[config.mk]
export PLATFORM = sky130hd
export DESIGN_NAME = pipeline_ctrl
export DESIGN_NICKNAME = d
export VERILOG_FILES = /design/src/rtl/pipeline_ctrl_pkg.sv /design/src/rtl/pipeline_ctrl_hazard_cmp.sv /design/src/rtl/pipeline_ctrl.sv
export SDC_FILE = /design/constraint.sdc
export NUM_CORES = 1
export LEC_CHECK = 0
export CAP_MARGIN = 20
export CELL_PAD_IN_SITES_DETAIL_PLACEMENT = 1
export CELL_PAD_IN_SITES_GLOBAL_PLACEMENT = 1
export CORE_ASPECT_RATIO = 0.7
export CORE_MARGIN = 3
export CORE_UTILIZATION = 23
export CTS_CLUSTER_DIAMETER = 120
export CTS_CLUSTER_SIZE = 10
export DETAILED_ROUTE_END_ITERATION = 10
export GPL_TIMING_DRIVEN = 0
export PLACE_DENSITY = 0.77
export SYNTH_ARGS = -nofsm -noshare
export SYNTH_HDL_FRONTEND = slang
export SYNTH_SLANG_ARGS = --single-unit
[constraint.sdc]
create_clock -name clk -period 2.45 [get_ports clk]
set_clock_uncertainty 0.2 [all_clocks]
set_input_delay 0.3675 -clock clk [delete_from_list [all_inputs] [get_ports clk]]
set_output_delay 0.3675 -clock clk [all_outputs]
set_load 0.005 [all_outputs]
[src/rtl/pipeline_ctrl_pkg.sv]
// Shared types and constants for the RV32I pipeline hazard/sequencing controller.
// Forwarding behaviour is selected by the PIPELINE_FORWARDING_EN macro in pipeline_ctrl.sv.
package pipeline_ctrl_pkg;

    localparam int unsigned REG_ADDR_W_DEF   = 5;
    localparam int unsigned DRAIN_CYCLES_DEF = 3;

    localparam logic [1:0] FWD_REG = 2'b00;
    localparam logic [1:0] FWD_WB  = 2'b01;
    localparam logic [1:0] FWD_MEM = 2'b10;

    typedef enum logic [1:0] {
        ST_RUN      = 2'd0,
        ST_MEM_WAIT = 2'd1,
        ST_DRAIN    = 2'd2,
        ST_HALTED   = 2'd3
    } state_e;

    typedef struct packed {
        logic       stall_if;
        logic       stall_id;
        logic       stall_ex;
        logic       stall_mem;
        logic       flush_id;
        logic       flush_ex;
        logic       bubble_wb;
        logic [1:0] fwd_a;
        logic [1:0] fwd_b;
    } ctrl_out_t;

    // Whole pipeline held, WB fed a bubble: used for memory wait and for the halted core
    localparam ctrl_out_t CTRL_FREEZE = '{
        stall_if:  1'b1,
        stall_id:  1'b1,
        stall_ex:  1'b1,
        stall_mem: 1'b1,
        flush_id:  1'b0,
        flush_ex:  1'b0,
        bubble_wb: 1'b1,
        fwd_a:     FWD_REG,
        fwd_b:     FWD_REG
    };

    // The younger producer (MEM) holds the newer value, so it wins over WB
    function automatic logic [1:0] fwd_sel(input logic mem_hit, input logic wb_hit);
        logic [1:0] sel;
        sel = FWD_REG;
        if (mem_hit) begin
            sel = FWD_MEM;
        end else if (wb_hit) begin
            sel = FWD_WB;
        end
        return sel;
    endfunction

endpackage

[src/rtl/pipeline_ctrl_hazard_cmp.sv]
// Destination/source register match for one producer stage and one consumer operand.
// x0 is never a real producer, so rd==0 never matches.
module pipeline_ctrl_hazard_cmp
    import pipeline_ctrl_pkg::*;
#(
    parameter int unsigned REG_ADDR_W = REG_ADDR_W_DEF
) (
    input  logic [REG_ADDR_W-1:0] rd_i,
    input  logic [REG_ADDR_W-1:0] rs_i,
    input  logic                  wen_i,
    output logic                  hit_o
);

    assign hit_o = wen_i && (rd_i != '0) && (rd_i == rs_i);

endmodule

[src/rtl/pipeline_ctrl.sv]
// Stall/flush/forward controller and halt-drain sequencer for the 5-stage RV32I core.
// Define PIPELINE_FORWARDING_EN for EX operand forwarding; otherwise RAW hazards stall.
module pipeline_ctrl
    import pipeline_ctrl_pkg::*;
#(
    parameter int unsigned REG_ADDR_W   = REG_ADDR_W_DEF,
    parameter int unsigned DRAIN_CYCLES = DRAIN_CYCLES_DEF
) (
    input  logic                  clk,
    input  logic                  rst_n,
    input  logic [REG_ADDR_W-1:0] id_rs1_i,
    input  logic [REG_ADDR_W-1:0] id_rs2_i,
    input  logic                  id_use_rs1_i,
    input  logic                  id_use_rs2_i,
    input  logic                  id_hlt_i,
    input  logic [REG_ADDR_W-1:0] ex_rd_i,
    input  logic                  ex_reg_write_i,
    input  logic                  ex_mem_to_reg_i,
    input  logic [REG_ADDR_W-1:0] mem_rd_i,
    input  logic                  mem_reg_write_i,
    input  logic [REG_ADDR_W-1:0] wb_rd_i,
    input  logic                  wb_reg_write_i,
    input  logic                  ex_redirect_i,
    input  logic                  dmem_req_i,
    input  logic                  dmem_ready_i,
    output logic                  stall_if_o,
    output logic                  stall_id_o,
    output logic                  stall_ex_o,
    output logic                  stall_mem_o,
    output logic                  flush_id_o,
    output logic                  flush_ex_o,
    output logic                  bubble_wb_o,
    output logic [1:0]            fwd_a_o,
    output logic [1:0]            fwd_b_o,
    output logic                  halted_o
);

    localparam int unsigned CNT_W = (DRAIN_CYCLES < 2) ? 1 : $clog2(DRAIN_CYCLES + 1);

    state_e           state_q, state_d;
    state_e           ret_q, ret_d;
    state_e           eff_state;
    logic [CNT_W-1:0] cnt_q, cnt_d;
    ctrl_out_t        ctl;

    logic hit_ex_rs1, hit_ex_rs2, hit_mem_rs1, hit_mem_rs2;
    logic raw_c;
    logic mem_wait_c;
    logic [1:0] fwd_a_c, fwd_b_c;

    pipeline_ctrl_hazard_cmp #(.REG_ADDR_W(REG_ADDR_W)) u_cmp_ex_rs1 (
        .rd_i(ex_rd_i), .rs_i(id_rs1_i), .wen_i(ex_reg_write_i), .hit_o(hit_ex_rs1)
    );
    pipeline_ctrl_hazard_cmp #(.REG_ADDR_W(REG_ADDR_W)) u_cmp_ex_rs2 (
        .rd_i(ex_rd_i), .rs_i(id_rs2_i), .wen_i(ex_reg_write_i), .hit_o(hit_ex_rs2)
    );
    pipeline_ctrl_hazard_cmp #(.REG_ADDR_W(REG_ADDR_W)) u_cmp_mem_rs1 (
        .rd_i(mem_rd_i), .rs_i(id_rs1_i), .wen_i(mem_reg_write_i), .hit_o(hit_mem_rs1)
    );
    pipeline_ctrl_hazard_cmp #(.REG_ADDR_W(REG_ADDR_W)) u_cmp_mem_rs2 (
        .rd_i(mem_rd_i), .rs_i(id_rs2_i), .wen_i(mem_reg_write_i), .hit_o(hit_mem_rs2)
    );

`ifdef PIPELINE_FORWARDING_EN
    logic hit_wb_rs1, hit_wb_rs2;

    pipeline_ctrl_hazard_cmp #(.REG_ADDR_W(REG_ADDR_W)) u_cmp_wb_rs1 (
        .rd_i(wb_rd_i), .rs_i(id_rs1_i), .wen_i(wb_reg_write_i), .hit_o(hit_wb_rs1)
    );
    pipeline_ctrl_hazard_cmp #(.REG_ADDR_W(REG_ADDR_W)) u_cmp_wb_rs2 (
        .rd_i(wb_rd_i), .rs_i(id_rs2_i), .wen_i(wb_reg_write_i), .hit_o(hit_wb_rs2)
    );

    // Only a load in EX cannot be forwarded in time
    assign raw_c = ex_mem_to_reg_i &&
                   ((id_use_rs1_i && hit_ex_rs1) || (id_use_rs2_i && hit_ex_rs2));
    assign fwd_a_c = fwd_sel(hit_mem_rs1, hit_wb_rs1);
    assign fwd_b_c = fwd_sel(hit_mem_rs2, hit_wb_rs2);
`else
    logic unused_c;

    // Without bypass paths, wait until the producer has reached WB (regfile written first half)
    assign raw_c = (id_use_rs1_i && (hit_ex_rs1 || hit_mem_rs1)) ||
                   (id_use_rs2_i && (hit_ex_rs2 || hit_mem_rs2));
    assign fwd_a_c  = FWD_REG;
    assign fwd_b_c  = FWD_REG;
    assign unused_c = ^{wb_rd_i, wb_reg_write_i, ex_mem_to_reg_i};
`endif

    assign mem_wait_c = dmem_req_i && !dmem_ready_i;

    always_ff @(posedge clk or negedge rst_n) begin
        if (!rst_n) begin
            state_q <= ST_RUN;
            ret_q   <= ST_RUN;
            cnt_q   <= '0;
        end else begin
            state_q <= state_d;
            ret_q   <= ret_d;
            cnt_q   <= cnt_d;
        end
    end

    // On the release cycle of a memory wait, behave exactly as the state we return to
    always_comb begin
        ctl       = '0;
        state_d   = state_q;
        ret_d     = ret_q;
        cnt_d     = cnt_q;
        eff_state = state_q;
        if ((state_q == ST_MEM_WAIT) && dmem_ready_i) begin
            eff_state = ret_q;
        end

        case (eff_state)
            ST_RUN, ST_DRAIN: begin
                if (mem_wait_c) begin
                    ctl     = CTRL_FREEZE;
                    state_d = ST_MEM_WAIT;
                    ret_d   = eff_state;
                end else begin
                    ctl.fwd_a = fwd_a_c;
                    ctl.fwd_b = fwd_b_c;
                    if (eff_state == ST_DRAIN) begin
                        ctl.stall_if = 1'b1;
                        ctl.stall_id = 1'b1;
                        ctl.flush_ex = 1'b1;
                        if (cnt_q == CNT_W'(1)) begin
                            state_d = ST_HALTED;
                            cnt_d   = '0;
                        end else begin
                            state_d = ST_DRAIN;
                            cnt_d   = cnt_q - CNT_W'(1);
                        end
                    end else begin
                        state_d = ST_RUN;
                        if (ex_redirect_i) begin
                            ctl.flush_id = 1'b1;
                            ctl.flush_ex = 1'b1;
                        end else if (id_hlt_i) begin
                            ctl.flush_ex = 1'b1;
                            state_d      = ST_DRAIN;
                            cnt_d        = CNT_W'(DRAIN_CYCLES);
                        end else if (raw_c) begin
                            ctl.stall_if = 1'b1;
                            ctl.stall_id = 1'b1;
                            ctl.flush_ex = 1'b1;
                        end
                    end
                end
            end
            ST_MEM_WAIT: begin
                ctl = CTRL_FREEZE;
            end
            ST_HALTED: begin
                ctl = CTRL_FREEZE;
            end
            default: begin
                state_d = ST_RUN;
            end
        endcase
    end

    assign stall_if_o  = ctl.stall_if;
    assign stall_id_o  = ctl.stall_id;
    assign stall_ex_o  = ctl.stall_ex;
    assign stall_mem_o = ctl.stall_mem;
    assign flush_id_o  = ctl.flush_id;
    assign flush_ex_o  = ctl.flush_ex;
    assign bubble_wb_o = ctl.bubble_wb;
    assign fwd_a_o     = ctl.fwd_a;
    assign fwd_b_o     = ctl.fwd_b;
    assign halted_o    = (state_q == ST_HALTED);

endmodule

# Yosys cells after proc, flatten, opt, wreduce, memory -nomap -nowiden
# Index checks and enable logic that the tools add are counted.
[classes]
n_addsub = 1
multipliers = 0
n_div = 0
order_cmp = 0
n_eq_ne = 11
shift = 0
n_mux = 25
n_bitwise = 1
reduce_logical = 22
[ops]
columns = ["operator", "count"]
rows = [
  ["$mux 2", 16],
  ["$pmux 11 s2", 1],
  ["$eq 5x5->1", 4],
  ["$logic_and 1x1->1", 10],
  ["$reduce_bool 5->1", 2],
  ["$mux 1", 8],
  ["$eq 2x1->1 const B", 3],
  ["$eq 2x2->1 const B", 3],
  ["$reduce_and 4->1", 1],
  ["$reduce_or 2->1", 2],
  ["$logic_or 1x1->1", 3],
  ["$logic_not 2->1", 1],
  ["$ne 2x1->1 const B", 1],
  ["$reduce_and 2->1", 1],
  ["$reduce_bool 2->1", 1],
  ["$sub 2x1->2 const B", 1],
  ["$logic_not 1->1", 1],
  ["$not 1->1", 1],
]
[totals]
ff_bits = 6
latch_bits = 0
mem_bits_rw = 0
rom_bits = 0
inputBits = 37
out_inout_bits = 12
word_cells = 63
memories = 0

# Longest topological paths before layout
# Gate-level depths: netlist of run 1.
[logic_depth]
depth_word = 12
ltp_mapped = 6
depth_no_buf = 6

# Hierarchy
# From an unflattened synthesis of run 1, not the netlist that was laid out.
[unflattened]
cells_unflattened = 83
area_unflattened_um2 = 744.5
[modules_own_cells]
columns = ["module", "instances", "cells_per_inst", "area_per_inst_um2", "seq_area_each_um2"]
rows = [
  ["pipeline_ctrl", 1, 43, 439.2, 150.1],
  ["pipeline_ctrl_hazard_cmp", 4, 10, 76.3, 0.0],
]

# Least setup slack after synthesis of run 1
# Ideal clock, no wire load.
[synth_timing]
path_kind = "input to output"
startpoint = "in mem_rd_i[1]"
endpoint = "out stall_if_o"
t_arrival_ns = 1.535
t_required_ns = 1.882
setup_slack_ns = 0.348
stages = 6
path_buffers = 1
path_cell_list = "or4_1 -> o21ai_2 -> nor4_1 -> o211ai_1 -> nand3_1 -> buf_4"
[synth_via]
elab_chain_cells = 12
elab_cells_between_ends = 17
classes_between = "eq/ne (2); mux (6); reduce/logical (9)"
[synth_lines]
columns = ["element", "line", "source"]
rows = [
  ["start: declaration", "pipeline_ctrl.sv:19", "input logic [REG_ADDR_W-1:0] mem_rd_i,"],
  ["$reduce_bool 5->1", "pipeline_ctrl_hazard_cmp.sv:14", "assign hit_o = wen_i && (rd_i != '0) && (rd_i == rs_i);"],
  ["$logic_and 1x1->1 (2 in a row)", "pipeline_ctrl_hazard_cmp.sv:14", ""],
  ["$logic_or 1x1->1, on equally long branches", "pipeline_ctrl.sv:83, pipeline_ctrl.sv:84", ""],
  ["$logic_and 1x1->1, on equally long branches", "pipeline_ctrl.sv:83, pipeline_ctrl.sv:84", ""],
  ["$logic_or 1x1->1 *", "pipeline_ctrl.sv:83", "assign raw_c = (id_use_rs1_i && (hit_ex_rs1 || hit_mem_rs1)) ||"],
  ["$mux 2 *", "pipeline_ctrl.sv:144", "end else if (raw_c) begin"],
  ["$mux 2 *", "pipeline_ctrl.sv:140", "end else if (id_hlt_i) begin"],
  ["$mux 2 *", "pipeline_ctrl.sv:137", "if (ex_redirect_i) begin"],
  ["$mux 2 *", "pipeline_ctrl.sv:124", "if (eff_state == ST_DRAIN) begin"],
  ["$mux 2 *", "pipeline_ctrl.sv:117", "if (mem_wait_c) begin"],
  ["$pmux 11 s2 *", "pipeline_ctrl.sv:115", "case (eff_state)"],
  ["end: declaration", "pipeline_ctrl.sv:26", "output logic stall_if_o,"],
]
# Mark *: on every way between the ends. The rest lies on a longest branch, timed or not. The select of a mux whose other input is x is not followed.

# Worst setup path after layout of run 1
[layout_timing]
startpoint = "in mem_rd_i[2]"
endpoint = "out stall_if_o"
# The elaborated chain is that of the path after synthesis.

==> out/summary.txt, run 1 <==
Status: finished, violations left
Failing checks: negative setup slack
Antenna Cells: 0
Kind of critical path: in2out
Fillers: 305
Lkg Pwr: 0.5359 nW
Initial drt markers: 13
Crit path launch type: primary input
Post-DR vias/cell: 4.646
Post-DP HPWL: 2.132 mm
Placer Congestion: 0.7081
DRT met1 WL: 1.144 mm
Setup-failing EPs final: 2
Cell accounting for the most synthesized area: dfrtp_1
Cell Int Power: 0.5215 mW
Crit path max fanout: 2
Post-Place Setup Slack: -0.7054 ns
Min Tclk post-route: 2.462 ns
Die area: 0.003610 sq mm
Worst path required time: 1.88 ns
Htree depth: 1
RSZ-0062 raised after global routing: yes
Die Y: 51.18 microns
Core Area: 0.002609 sq mm
Post-route insts no fill: 161
Fraction of layout cells with a size suffix above 1: 0.3386
CTS Buffer Depth: 2
Sequential power share: 0.208
Dominant cells by area after synthesis: dfrtp_1 22%, xnor2_1 16%, xor2_1 10%
Gr usage total: 0.1515
Worst setup EP type: output port
CTS tree: yes
Uppermost layer routed: met4
Switching Fraction: 0.3524
Worst skew pair latency: 0.22 ns
Maximum VDD drop: 0.2519 mV
Syn Inst Count: 79
Clock power frac: 0.183
DR vias: 748
Synth unique cells: 28
Wire length on met3: 77 microns
Fin crit share: 1.005
Mapped Avg Cell Area: 8.489 sq um
Vias in the first global route: 799
Max Clk Rate: 406.2 MHz
Clock Sinks: 6
Antenna Nets Post-Route: 0
Dpl cells: 153
Final worst slack: -0.01186 ns
Clock root cell: clkbuf_8
Final hold vios: 0
Total Power: 0.8053 mW
Net switching power: 0.2838 mW
Critical path arrival: 1.89 ns
Global-route wire length before repair: 4.278 mm
GRT overflow: 0
CTS Hold Bufs: 0
Die width: 70.54 microns
Post-synthesis cell area: 670.6 sq um
Synth Warn #: 0
Routed wire length: 2.616 mm
IO buf count: 37
Combinational share of power: 0.609
DR DRC count: 0
TritonCTS Buffers: 3
P per Cell Area: 632.2 mW/mm^2
I/O pin count: 49
Pins over their slew limit: 0
Initial Utilization: 0.2571
Register area share after synthesis: 0.2239
Total Neg Setup Slack: -0.01750 ns
Largest net degree at the start of global routing: 7
Initial antenna violation count: 0
Synthesis-to-finish area growth: 89.93%
Drt pass-1 iters: 4
WL met2: 1.379 mm
Floorplan row count: 15
Nets: 167
Top cell type's share of synthesized area: 0.2239
Synth Register Bits: 6
Max Cap Viol: 0
Worst hold path class: in2async
CTS clock-pin slew for the worst setup and hold paths: 0.04 ns
Wire per inst: 16.25 microns
==> sequential cells by signal, indices dropped and copies added (netlist names) <==
name     cells
cnt_q        2
ret_q        2
state_q      2
==> layer usage <==
metal	GRT usage	vias to the layer above
li1	-	366
met1	0.1958	366
met2	0.2671	14
met3	0.03143	2
met4	0.02188	0
met5	0	-
==> logic make-up (layout without fill, tap and decap cells) <==
kind of cell | Yosys count | after routing | synth area share
mux | 3 | 3 | 0.04851
simple gates | 25 | 25 | 0.2108
flops | 6 | 6 | 0.2239
compound gates | 13 | 13 | 0.1362
fa+ha+maj | 1 | 1 | 0.01865
other cells | 1 | 4 | 0.005592
xor+xnor | 20 | 20 | 0.2612
buf+inv | 10 | 55 | 0.09515
==> area by class of cell <==
cell class	instances	area, sq um	share of cell area
multi-input cells	66	588.1	0.4617
repair buffers	43	395.4	0.3104
flip-flops and latches	6	150.1	0.1179
plain buffers	6	45.04	0.03536
well taps	34	42.54	0.03340
clock buffers	3	41.29	0.03242
inverters	3	11.26	0.008841
==> power groups by stage <==
stage	Combinational, mW	Sequential [mW]	Clock [mW]
finish	0.491	0.168	0.147
global route	0.540	0.175	0.162
CTS	0.485	0.166	0.152
detailed placement	0.449	0.167	0
global placement	0.435	0.164	0
floorplan	0.225	0.157	0
==> cells in the mapped netlist, drive strengths merged <==
master / n
inv: 3
a21o: 1
xor2: 8
mux2i: 1
a31oi: 2
nor3: 1
and3: 1
and2: 2
o21ai: 6
a211oi: 1
nor4: 4
nor2: 4
ha: 1
a41o: 1
or2: 1
nor2b: 5
o211ai: 2
conb: 1
dfrtp: 6
nand3: 5
xnor2: 12
or4: 2
buf: 7
mux2: 2
==> path summary, 6_finish.rpt <==
kind / from / endpoint / slack (ns) / cells after the start
setup / recovery: mem_rd_i[2] / stall_if_o / -0.01 / 8
hold / removal: rst_n / state_q[1] / 0.21 / 1
setup reg to reg: state_q[1] / cnt_q[0] / 0.49 / 6
hold reg to reg: ret_q[0] / ret_q[0] / 0.30 / 1
max in group asynchronous: rst_n / ret_q[0] / 1.61 / 1
min in group clk: ret_q[0] / ret_q[0] / 0.30 / 1
==> placed cells by master, fill, tap and decap left out, types with 2 or more instances in the layout <==
cell	synthesis	final
a31oi_1	2	2
and2_1	2	2
buf_2	0	3
buf_4	7	13
buf_6	0	4
buf_8	0	2
clkbuf_8	0	3
clkdlybuf4s50_1	0	13
conb_1	1	4
dfrtp_1	6	6
dlygate4sd2_1	0	11
inv_1	2	2
nand3_1	5	5
nor2_1	4	4
nor2b_1	5	4
nor4_4	0	4
o211ai_1	2	2
o21ai_0	4	2
o21ai_4	0	2
or4_4	0	2
xnor2_1	12	11
xor2_1	8	6
xor2_2	0	2
==> what timing repair did <==
item	in CTS	in global routing
pin swaps	13	10
gates resized for setup	84	9
hold endpoints to repair	0	0
cloned	0	0
setup buffers	5	2
setup endpoints to repair	7	3
==> metrics by stage <==
step,util,hold WS (ns),instance area (sq um)
finish,0.4882,0.2061,1274
floorplan,-,-0.1281,681.9
CTS,0.4715,0.2053,1230
detailed placement,0.4197,0.2958,1095
global route,0.4882,0.2250,1274
global placement,0.4197,0.2933,1095
==> worst max-delay path: stages <==
cell and delay [ns]:
buf_8 0.10, or4_4 0.54, o21ai_4 0.20, nor4_4 0.08, o211ai_1 0.22, nand3_1 0.13, buf_4 0.16, buf_6 0.10
Note: power is estimated with default switching activity, not from simulation.
==> run 2: changes to the inputs <==
CTS_CLUSTER_DIAMETER = default   (was 120)
==> results of run 2 <==
No change in the layout: final DEF, timing and power equal those of run 1.
